===== src/rtl/mul18_pkg.sv =====
// mul18_pkg: shared constants, column geometry helpers and FSM state type for the 18x18 feeder.
// Latency: n/a (declarations only).
// Backpressure: n/a.
package mul18_pkg;

    localparam int W    = 18;
    localparam int NCOL = 2 * W - 1;

    typedef enum logic [1:0] {
        IDLE,
        SHIFT,
        SETTLE,
        DONE
    } feeder_state_t;

    // Number of partial-product bits that land in column k.
    function automatic int col_height(input int k);
        return ((k < (NCOL - 1 - k)) ? k : (NCOL - 1 - k)) + 1;
    endfunction

    // Row index of the first partial product in column k.
    function automatic int col_base(input int k);
        return (k > (W - 1)) ? (k - (W - 1)) : 0;
    endfunction

endpackage


===== src/rtl/mul18_pp_column_mux.sv =====
// mul18_pp_column_mux: picks the partial-product bit of column K that belongs to sweep step cnt.
// Latency: purely combinational from the registered a/b/cnt of the parent.
// Backpressure: none; output is 0 whenever shifting is low.
// Ports: a, b (registered operands), cnt (sweep step 0..17), shifting (sweep active), src_bit (serial bit).
module mul18_pp_column_mux
    import mul18_pkg::*;
#(
    parameter int K = 0
) (
    input  logic [W-1:0] a,
    input  logic [W-1:0] b,
    input  logic [4:0]   cnt,
    input  logic         shifting,
    output logic         src_bit
);

    localparam int          H    = col_height(K);
    localparam int          I0   = col_base(K);
    localparam logic [4:0]  LAST = 5'(W - 1);

    // entry[r] is the r-th bit of this column; rows beyond the column height read as 0.
    logic [W-1:0] entry;

    for (genvar r = 0; r < W; r++) begin : g_ent
        if (r < H) begin : g_on
            assign entry[r] = a[I0+r] & b[K-I0-r];
        end else begin : g_off
            assign entry[r] = 1'b0;
        end
    end

    // Highest entry goes out first so that entry r ends up at shift-register bit r.
    assign src_bit = shifting & entry[LAST - cnt];

endmodule


===== src/rtl/mul18_pp_feeder.sv =====
// mul18_pp_feeder: serializes the 18x18 AND-array onto 35 column lines, then captures and checks the compressor sum.
// Latency: accept -> result_valid after 19+SETTLE_CYCLES cycles; one operation per 20+SETTLE_CYCLES cycles.
// Backpressure: in_ready only in IDLE; in_valid and a/b are ignored while a sweep is in flight.
// Ports: clk, rst_n (synchronous, active-low); in_valid/in_ready/a/b operand handshake;
//        src0_..src34_ serial column bits; dst0..dst35 compressor sum bits;
//        result_valid, result, expected, mismatch, err_count check outputs.
module mul18_pp_feeder #(
    parameter int W             = 18,
    parameter int SETTLE_CYCLES = 1
) (
    input  logic           clk,
    input  logic           rst_n,
    input  logic           in_valid,
    output logic           in_ready,
    input  logic [W-1:0]   a,
    input  logic [W-1:0]   b,
    output logic           src0_,  src1_,  src2_,  src3_,  src4_,  src5_,  src6_,
    output logic           src7_,  src8_,  src9_,  src10_, src11_, src12_, src13_,
    output logic           src14_, src15_, src16_, src17_, src18_, src19_, src20_,
    output logic           src21_, src22_, src23_, src24_, src25_, src26_, src27_,
    output logic           src28_, src29_, src30_, src31_, src32_, src33_, src34_,
    input  logic           dst0,  dst1,  dst2,  dst3,  dst4,  dst5,  dst6,  dst7,  dst8,
    input  logic           dst9,  dst10, dst11, dst12, dst13, dst14, dst15, dst16, dst17,
    input  logic           dst18, dst19, dst20, dst21, dst22, dst23, dst24, dst25, dst26,
    input  logic           dst27, dst28, dst29, dst30, dst31, dst32, dst33, dst34, dst35,
    output logic           result_valid,
    output logic [2*W-1:0] result,
    output logic [2*W-1:0] expected,
    output logic           mismatch,
    output logic [15:0]    err_count
);
    import mul18_pkg::*;

    localparam int                SW    = (SETTLE_CYCLES > 1) ? $clog2(SETTLE_CYCLES) : 1;
    localparam logic [SW-1:0]     SLAST = SW'(SETTLE_CYCLES - 1);
    localparam logic [4:0]        CLAST = 5'(W - 1);

    feeder_state_t    state_q, state_d;
    logic [4:0]       cnt_q, cnt_d;
    logic [SW-1:0]    scnt_q, scnt_d;
    logic [W-1:0]     a_q, a_d, b_q, b_d;
    logic [2*W-1:0]   expected_q, expected_d;
    logic [2*W-1:0]   result_q, result_d;
    logic             result_valid_q, result_valid_d;
    logic             mismatch_q, mismatch_d;
    logic [15:0]      err_count_q, err_count_d;

    logic [NCOL-1:0]  src_vec;
    logic [2*W-1:0]   dst_vec;
    logic             shifting;

    assign dst_vec = {dst35, dst34, dst33, dst32, dst31, dst30, dst29, dst28, dst27,
                      dst26, dst25, dst24, dst23, dst22, dst21, dst20, dst19, dst18,
                      dst17, dst16, dst15, dst14, dst13, dst12, dst11, dst10, dst9,
                      dst8,  dst7,  dst6,  dst5,  dst4,  dst3,  dst2,  dst1,  dst0};

    assign {src34_, src33_, src32_, src31_, src30_, src29_, src28_,
            src27_, src26_, src25_, src24_, src23_, src22_, src21_,
            src20_, src19_, src18_, src17_, src16_, src15_, src14_,
            src13_, src12_, src11_, src10_, src9_,  src8_,  src7_,
            src6_,  src5_,  src4_,  src3_,  src2_,  src1_,  src0_} = src_vec;

    // Gated with rst_n so the feeder never advertises readiness while held in reset.
    assign in_ready     = rst_n && (state_q == IDLE);
    assign shifting     = (state_q == SHIFT);
    assign result_valid = result_valid_q;
    assign result       = result_q;
    assign expected     = expected_q;
    assign mismatch     = mismatch_q;
    assign err_count    = err_count_q;

    for (genvar k = 0; k < NCOL; k++) begin : g_col
        mul18_pp_column_mux #(.K(k)) u_col (
            .a        (a_q),
            .b        (b_q),
            .cnt      (cnt_q),
            .shifting (shifting),
            .src_bit  (src_vec[k])
        );
    end

    always_comb begin
        state_d        = state_q;
        cnt_d          = cnt_q;
        scnt_d         = scnt_q;
        a_d            = a_q;
        b_d            = b_q;
        expected_d     = expected_q;
        result_d       = result_q;
        result_valid_d = 1'b0;
        mismatch_d     = 1'b0;
        err_count_d    = err_count_q;
        unique case (state_q)
            IDLE: begin
                if (in_valid && in_ready) begin
                    a_d        = a;
                    b_d        = b;
                    expected_d = {{W{1'b0}}, a} * {{W{1'b0}}, b};
                    cnt_d      = '0;
                    state_d    = SHIFT;
                end
            end
            SHIFT: begin
                cnt_d = cnt_q + 5'd1;
                if (cnt_q == CLAST) begin
                    scnt_d  = '0;
                    state_d = SETTLE;
                end
            end
            SETTLE: begin
                scnt_d = scnt_q + 1'b1;
                if (scnt_q == SLAST) begin
                    result_d       = dst_vec;
                    mismatch_d     = (dst_vec != expected_q);
                    result_valid_d = 1'b1;
                    state_d        = DONE;
                end
            end
            DONE: begin
                if (mismatch_q && (err_count_q != 16'hFFFF)) begin
                    err_count_d = err_count_q + 16'd1;
                end
                state_d = IDLE;
            end
            default: state_d = IDLE;
        endcase
    end

    always_ff @(posedge clk) begin
        if (!rst_n) begin
            state_q        <= IDLE;
            cnt_q          <= '0;
            scnt_q         <= '0;
            a_q            <= '0;
            b_q            <= '0;
            expected_q     <= '0;
            result_q       <= '0;
            result_valid_q <= 1'b0;
            mismatch_q     <= 1'b0;
            err_count_q    <= '0;
        end else begin
            state_q        <= state_d;
            cnt_q          <= cnt_d;
            scnt_q         <= scnt_d;
            a_q            <= a_d;
            b_q            <= b_d;
            expected_q     <= expected_d;
            result_q       <= result_d;
            result_valid_q <= result_valid_d;
            mismatch_q     <= mismatch_d;
            err_count_q    <= err_count_d;
        end
    end

endmodule


===== config.mk =====
export PLATFORM = sky130hd
export DESIGN_NAME = mul18_pp_feeder
export DESIGN_NICKNAME = d
export VERILOG_FILES = /design/src/rtl/mul18_pkg.sv /design/src/rtl/mul18_pp_column_mux.sv /design/src/rtl/mul18_pp_feeder.sv
export SDC_FILE = /design/constraint.sdc
export NUM_CORES = 1
export LEC_CHECK = 0
export ABC_AREA = 1
export CAP_MARGIN = 20
export CORE_ASPECT_RATIO = 1.1
export CORE_UTILIZATION = 65
export CTS_CLUSTER_DIAMETER = 150
export CTS_CLUSTER_SIZE = 25
export DETAILED_ROUTE_END_ITERATION = 8
export PLACE_DENSITY_LB_ADDON = 0.08
export SLEW_MARGIN = 10
export SYNTH_ARGS = -nofsm -noshare
export SYNTH_HDL_FRONTEND = slang
export SYNTH_SLANG_ARGS = --single-unit
export TNS_END_PERCENT = 5

===== constraint.sdc =====
create_clock -name clk -period 9.75 [get_ports clk]
set_input_delay 1.95 -clock clk [delete_from_list [all_inputs] [get_ports clk]]
set_output_delay 1.95 -clock clk [all_outputs]
set_load 0.05 [all_outputs]

# Word-level counts from Yosys, hierarchy flattened
# Cells that the tools add are included.
[word_totals]
register_bits = 134
input_bits = 75
[op_classes]
add_sub_neg = 4
mul = 1
order_cmp = 1
eq_ne = 9
muxes = 79
n_bitwise = 362
n_reduce_logical = 14
[op_table]
columns = ["operator", "n"]
rows = [
  ["1-bit bitwise AND", 359],
  ["1-bit binary-select mux with 5-bit select", 35],
  ["1-bit two-way mux", 37],
  ["18-bit by 18-bit multiplier with 36-bit output", 1],
  ["36-bit inequality test", 1],
  ["16-bit by 1-bit adder with 16-bit output, second input constant", 1],
  ["16-bit inequality test, second input constant", 1],
  ["2-bit AND reduction", 6],
  ["5-bit case mux with 2 select lines", 1],
  ["2-bit case mux with 4 select lines", 1],
  ["5-bit by 6-bit less-than comparator with 1-bit output, second input constant", 1],
  ["2-bit two-way mux", 3],
  ["5-bit by 1-bit adder with 5-bit output, second input constant", 1],
  ["5-bit == test, second input constant", 1],
  ["5-bit two-way mux", 1],
  ["5-bit subtractor, first input constant", 1],
  ["2-bit == test, second input constant", 2],
  ["2-bit inequality test, second input constant", 2],
  ["2-bit nonzero test", 2],
  ["1-bit logical AND", 3],
  ["1-bit NOT", 3],
  ["3-bit AND reduction", 1],
  ["3-bit OR reduction", 1],
  ["2-bit by 1-bit == test with 1-bit output, second input constant", 1],
  ["4 further kinds", 4],
]

# Longest topological paths before layout
[logic_depth]
word_depth = 5
mapped_depth = 29
depth_no_buf = 27

# By module
# Synthesis repeated with hierarchy kept, for this count alone.
[hier_totals]
cells_unflattened = 3641
hier_area_um2 = 23271.1
[by_module_without_submodules]
columns = ["mod", "n_inst", "cells_each", "area_each_um2"]
rows = [
  ["mul18_pp_feeder", 1, 2388, 17077.6],
  ["mul18_pp_column_mux (g_col[14].u_col ...)", 2, 47, 260.2],
  ["mul18_pp_column_mux (g_col[16].u_col ...)", 2, 47, 259.0],
  ["mul18_pp_column_mux (g_col[15].u_col ...)", 2, 46, 244.0],
  ["mul18_pp_column_mux (g_col[12].u_col ...)", 2, 52, 236.5],
  ["mul18_pp_column_mux (g_col[13].u_col ...)", 2, 50, 232.7],
  ["mul18_pp_column_mux (g_col[11].u_col ...)", 2, 40, 193.9],
  ["mul18_pp_column_mux (g_col[10].u_col ...)", 2, 40, 191.4],
  ["mul18_pp_column_mux (g_col[26].u_col ...)", 2, 37, 182.7],
  ["mul18_pp_column_mux (g_col[25].u_col ...)", 2, 36, 176.4],
  ["mul18_pp_column_mux (g_col[30].u_col ...)", 2, 34, 153.9],
  ["mul18_pp_column_mux (g_col[27].u_col ...)", 2, 30, 150.1],
  ["mul18_pp_column_mux (g_col[28].u_col ...)", 2, 30, 146.4],
  ["mul18_pp_column_mux (g_col[29].u_col ...)", 2, 27, 142.6],
  ["5 more rows", "-", "-", "-"],
]

# Worst setup path before layout
# OpenSTA, ideal clock, no wires.
[synth_timing]
path_type = "input port to flip-flop"
start = "input port a[7]"
end = "register expected_q[28] (netlist: expected[28])"
arrival_ps = 6887
setup_slack_ps = 2754
cell_stages = 24
cell_sequence = "clkbuf_1 clkbuf_1 nand2_1 fa_1 inv_1 fa_1 inv_1 fa_1 inv_1 fa_1 fa_1 inv_1 fa_1 inv_1 ha_1 nand2_1 nor2_1 inv_1 o21bai_1 nand2_1 nand4_1 nand3_1 nand2_1 inv_1"
[synth_via]
elab_chain_len = 1
[synth_rtl]
columns = ["item", "line", "text"]
rows = [
  ["start: declaration", "mul18_pp_feeder.sv:15", "input logic [W-1:0] a,"],
  ["18-bit by 18-bit multiplier with 36-bit output", "mul18_pp_feeder.sv:98", "expected_d = {{W{1'b0}}, a} * {{W{1'b0}}, b};"],
  ["end signal: assignment", "mul18_pp_feeder.sv:147", "expected_q <= expected_d;"],
  ["end: declaration", "mul18_pp_feeder.sv:42", "logic [2*W-1:0] expected_q, expected_d;"],
]
# Every way passes these cells.
# A chain may end at the register's enable or synchronous reset.

# Worst setup path in the final report
[layout_timing]
start = "input port b[3]"
end = "register expected_q[21] (netlist: expected[21])"
[layout_via]
elab_chain_len = 1
[layout_rtl]
columns = ["item", "line", "text"]
rows = [
  ["start: declaration", "mul18_pp_feeder.sv:16", "input logic [W-1:0] b,"],
  ["18-bit by 18-bit multiplier with 36-bit output", "mul18_pp_feeder.sv:98", ""],
]
# Every way passes these cells.

==> summary.md <==
| Metric | Value |
|---|---|
| Status | `complete, no violations` |
| All-layer global routing usage | `49.82%` |
| Fill cell count | `~2200` |
| Fmax | `123.7 MHz` |
| Worst-Margin Slew | `1.165 ns` |
| Detail Placement HPWL | `56510 um` |
| Vias in the first global route | `22450` |
| Root Driver | `clkbuf_16` |
| Final setup fails | `0` |
| Post-synth ARST share | `0%` |
| Setup ws final | `about 1.7 ns` |
| Setup crit start kind | `primary input` |
| EDFF count, synth | `0` |
| Placement-stage worst setup slack | `between 1 and 1.5 ns` |
| Vias per inst | `between 6 and 7` |
| Top FF cell, synth | `dfxtp_1` |
| CP endpoint kind | `register` |
| Antenna-violating nets left | `0` |
| Final period util | `roughly 83%` |
| Gpl congestion | `1.025` |
| RSZ-0062 raised after global routing | `false` |
| Relative slew slack | `between 20% and 30%` |
| Placed Instances | `between 3000 and 4000` |
| Mapped Area | `a little over 0.02 mm2` |
| Synth Register Bits | `between 100 and 150` |
| WP data required | `between 10 and 15 ns` |
| Min-delay worst type | `reg -> reg` |
| Average wire per standard cell | `approximately 23 um` |
| DRT Wirelength | `77570 um` |
| 1st-pass router iterations | `7` |
| Clk_lat worst skew | `0.43 ns` |
| Final Slew Violations | `0` |
| Postcts setup bufs | `0` |
| Post-route minimum period | `around 8.1 ns` |
| Pwr per Cell Area | `399.5 mW/mm2` |
| RR Startpoint | `state_q[1]` |
| Area growth syn-to-layout | `12.36%` |
| Grt total ovfl | `0` |
| Remaining DRCs | `0` |
| Max FO, Critical Path | `19` |
| Hold Buf Count CTS | `0` |
| Setup_tns | `0 ns` |
| Die X | `170.0 um` |
| Die Ht | `about 190 um` |
| Data arrival time of the worst path | `between 8 and 9 ns` |
| Max-cap violations | `0` |
| Sequential-to-total area share from yosys stat | `between 10% and 20%` |
| IO Pins | `about 200` |
| Peak VDD IR | `0.4026 mV` |
| Clk sinks | `roughly 130` |
| Initial antenna violation count | `3` |
| Ys Warns | `0` |
| CTS buffer count | `17` |
| Yosys cell types | `54` |
| H-tree Lvls | `4` |
| Final Skew | `0.01115 ns` |
| Post_cts resized | `0` |
| Final instance count without filler cells | `3436` |
| Die area | `0.03174 mm2` |
| First-pass GRT wire length | `between 100000 and 150000 um` |
| Core Area | `a little over 0.03 mm2` |
| Starting Density | `66.10%` |
| Buffers on Ports | `200` |
| Cells after synthesis | `2948` |
| Nets | `3457` |
| Clk buf depth | `2` |
| Clock-pin slew on the worst setup and hold paths | `0.06 ns` |
| Number of DRC markers in iteration 0 | `approximately 3300` |
| Fin Hold WS | `0.4977 ns` |
| CP Class | `in -> reg` |
| Maximum number of pins on one net before global-route repair | `105` |
| # rows | `67` |
| Syn nets | `~3400` |
| Final Hold Vio Count | `0` |
| Mean post-synth cell area | `6.842 um2` |
| Leakage | `11.64 nW` |
| Routed via count | `roughly 22000` |
| CTS tree | `built` |
| Critical path launch point | `b[3]` |
| Share of cells above drive strength 1 | `between 2 and 3%` |
| Hold path start | `b_q[15]` |
## cell usage in the layout, fill, tap and decap left out, types with 4 or more instances in the layout
cell type,count
or2_2,11
o21ai_0,243
nor2_1,161
xnor2_1,23
clkinv_1,5
clkbuf_16,17
nand3_1,122
o31ai_1,6
a31oi_1,26
nor4_1,4
o221ai_1,49
nor3_1,27
inv_2,5
inv_1,627
nand4_1,44
nand2_1,695
fa_1,256
clkdlybuf4s50_1,199
o22ai_1,4
buf_4,21
dfxtp_1,133
inv_6,6
a21oi_1,133
xor2_1,24
ha_1,119
## final timing paths
kind | end | slack, ns | cells past startpoint
worst min-delay path | b_q[15] | 0.50 | 2
worst min register to register | b_q[15] | 0.50 | 2
worst max-delay path | expected[21] | 1.67 | 21
worst max register to register | expected[28] | 7.26 | 9
## layout make-up
type	instances	area, um2	share of cell area, %
clock buffers	18	429.2	1.894
well taps	414	518.0	2.286
inverters	638	2397	10.58
diodes	2	5.005	0.02208
repair buffers	222	2170	9.573
multi-input cells	1994	14320	63.19
flip-flops and latches	134	2684	11.84
clock inverters	14	140.1	0.6183
## cells by family (layout without fill, tap and decap cells)
group	Yosys count	after routing	share of synthesized area [%]
XOR/XNOR	49	49	2.258
other	0	2	0
adder cells (fa/ha/maj)	375	375	32.79
AO/OA/AOI/OAI	489	489	13.72
flip-flops	134	134	13.30
AND/OR/NAND/NOR	1081	1081	22.17
buffers and inverters	820	892	15.76
## power by group
group,switching (W),internal (W),leakage [nW]
combinational,0.00515,0.00244,10.3
sequential,0.000135,0.000692,1.10
clock,0.000280,0.000359,0.280
## through the flow
step	utilization [%]	cell area (um2)	power, W
global placement	72.34	22070	0.007860
finish	74.27	22660	0.009055
CTS	74.21	22640	0.008780
global route	74.26	22660	0.009855
floorplan	-	20170	0.005889
detailed placement	72.34	22070	0.008103
## flip-flops by register name, indices dropped and copies added (netlist names)
signal / count
cnt_q: 5
err_count: 16
b_q: 18
result: 36
scnt_q: 1
mismatch: 1
result_valid: 1
state_q: 2
expected: 36
a_q: 18
## worst max-delay path, stage by stage
cell and delay (ns):
clkdlybuf4s50_1 1.24, nand2_1 0.27, fa_1 0.58, fa_1 0.54, inv_1 0.06, fa_1 0.48, fa_1 0.52, fa_1 0.50
inv_1 0.05, fa_1 0.50, inv_1 0.06, ha_1 0.35, nand2_1 0.13, nor2_1 0.29, inv_1 0.07, o21bai_1 0.18
inv_1 0.06, nand2_1 0.13, a21oi_1 0.08, o21ai_0 0.23, nand2_1 0.10
## metal layers
metal  up-vias  part of all wire [%]  global-route usage (%)  routed length (um)
met5         -                     0                       0                   0
met1     10040                    34                   58.31               26330
met3       550                    14                   16.65               11150
met2      1870                    43                   75.60               33580
met4         0                   8.4                   37.28                6516
li1       9232                     -                       -                   -
## synthesized netlist by cell type, types with 27 or more instances
master	number	area, um2
a21oi_1	133	665.6
buf_2	28	140.1
clkbuf_1	124	465.5
dfxtp_1	134	2683
fa_1	256	5125
ha_1	119	1489
inv_1	628	2357
nand2_1	695	2609
nand3_1	122	610.6
nand4_1	44	275.3
nor2_1	162	608.1
nor3_1	27	135.1
o21ai_0	243	1216
o221ai_1	49	429.2
(Power assumes the default switching activity.)
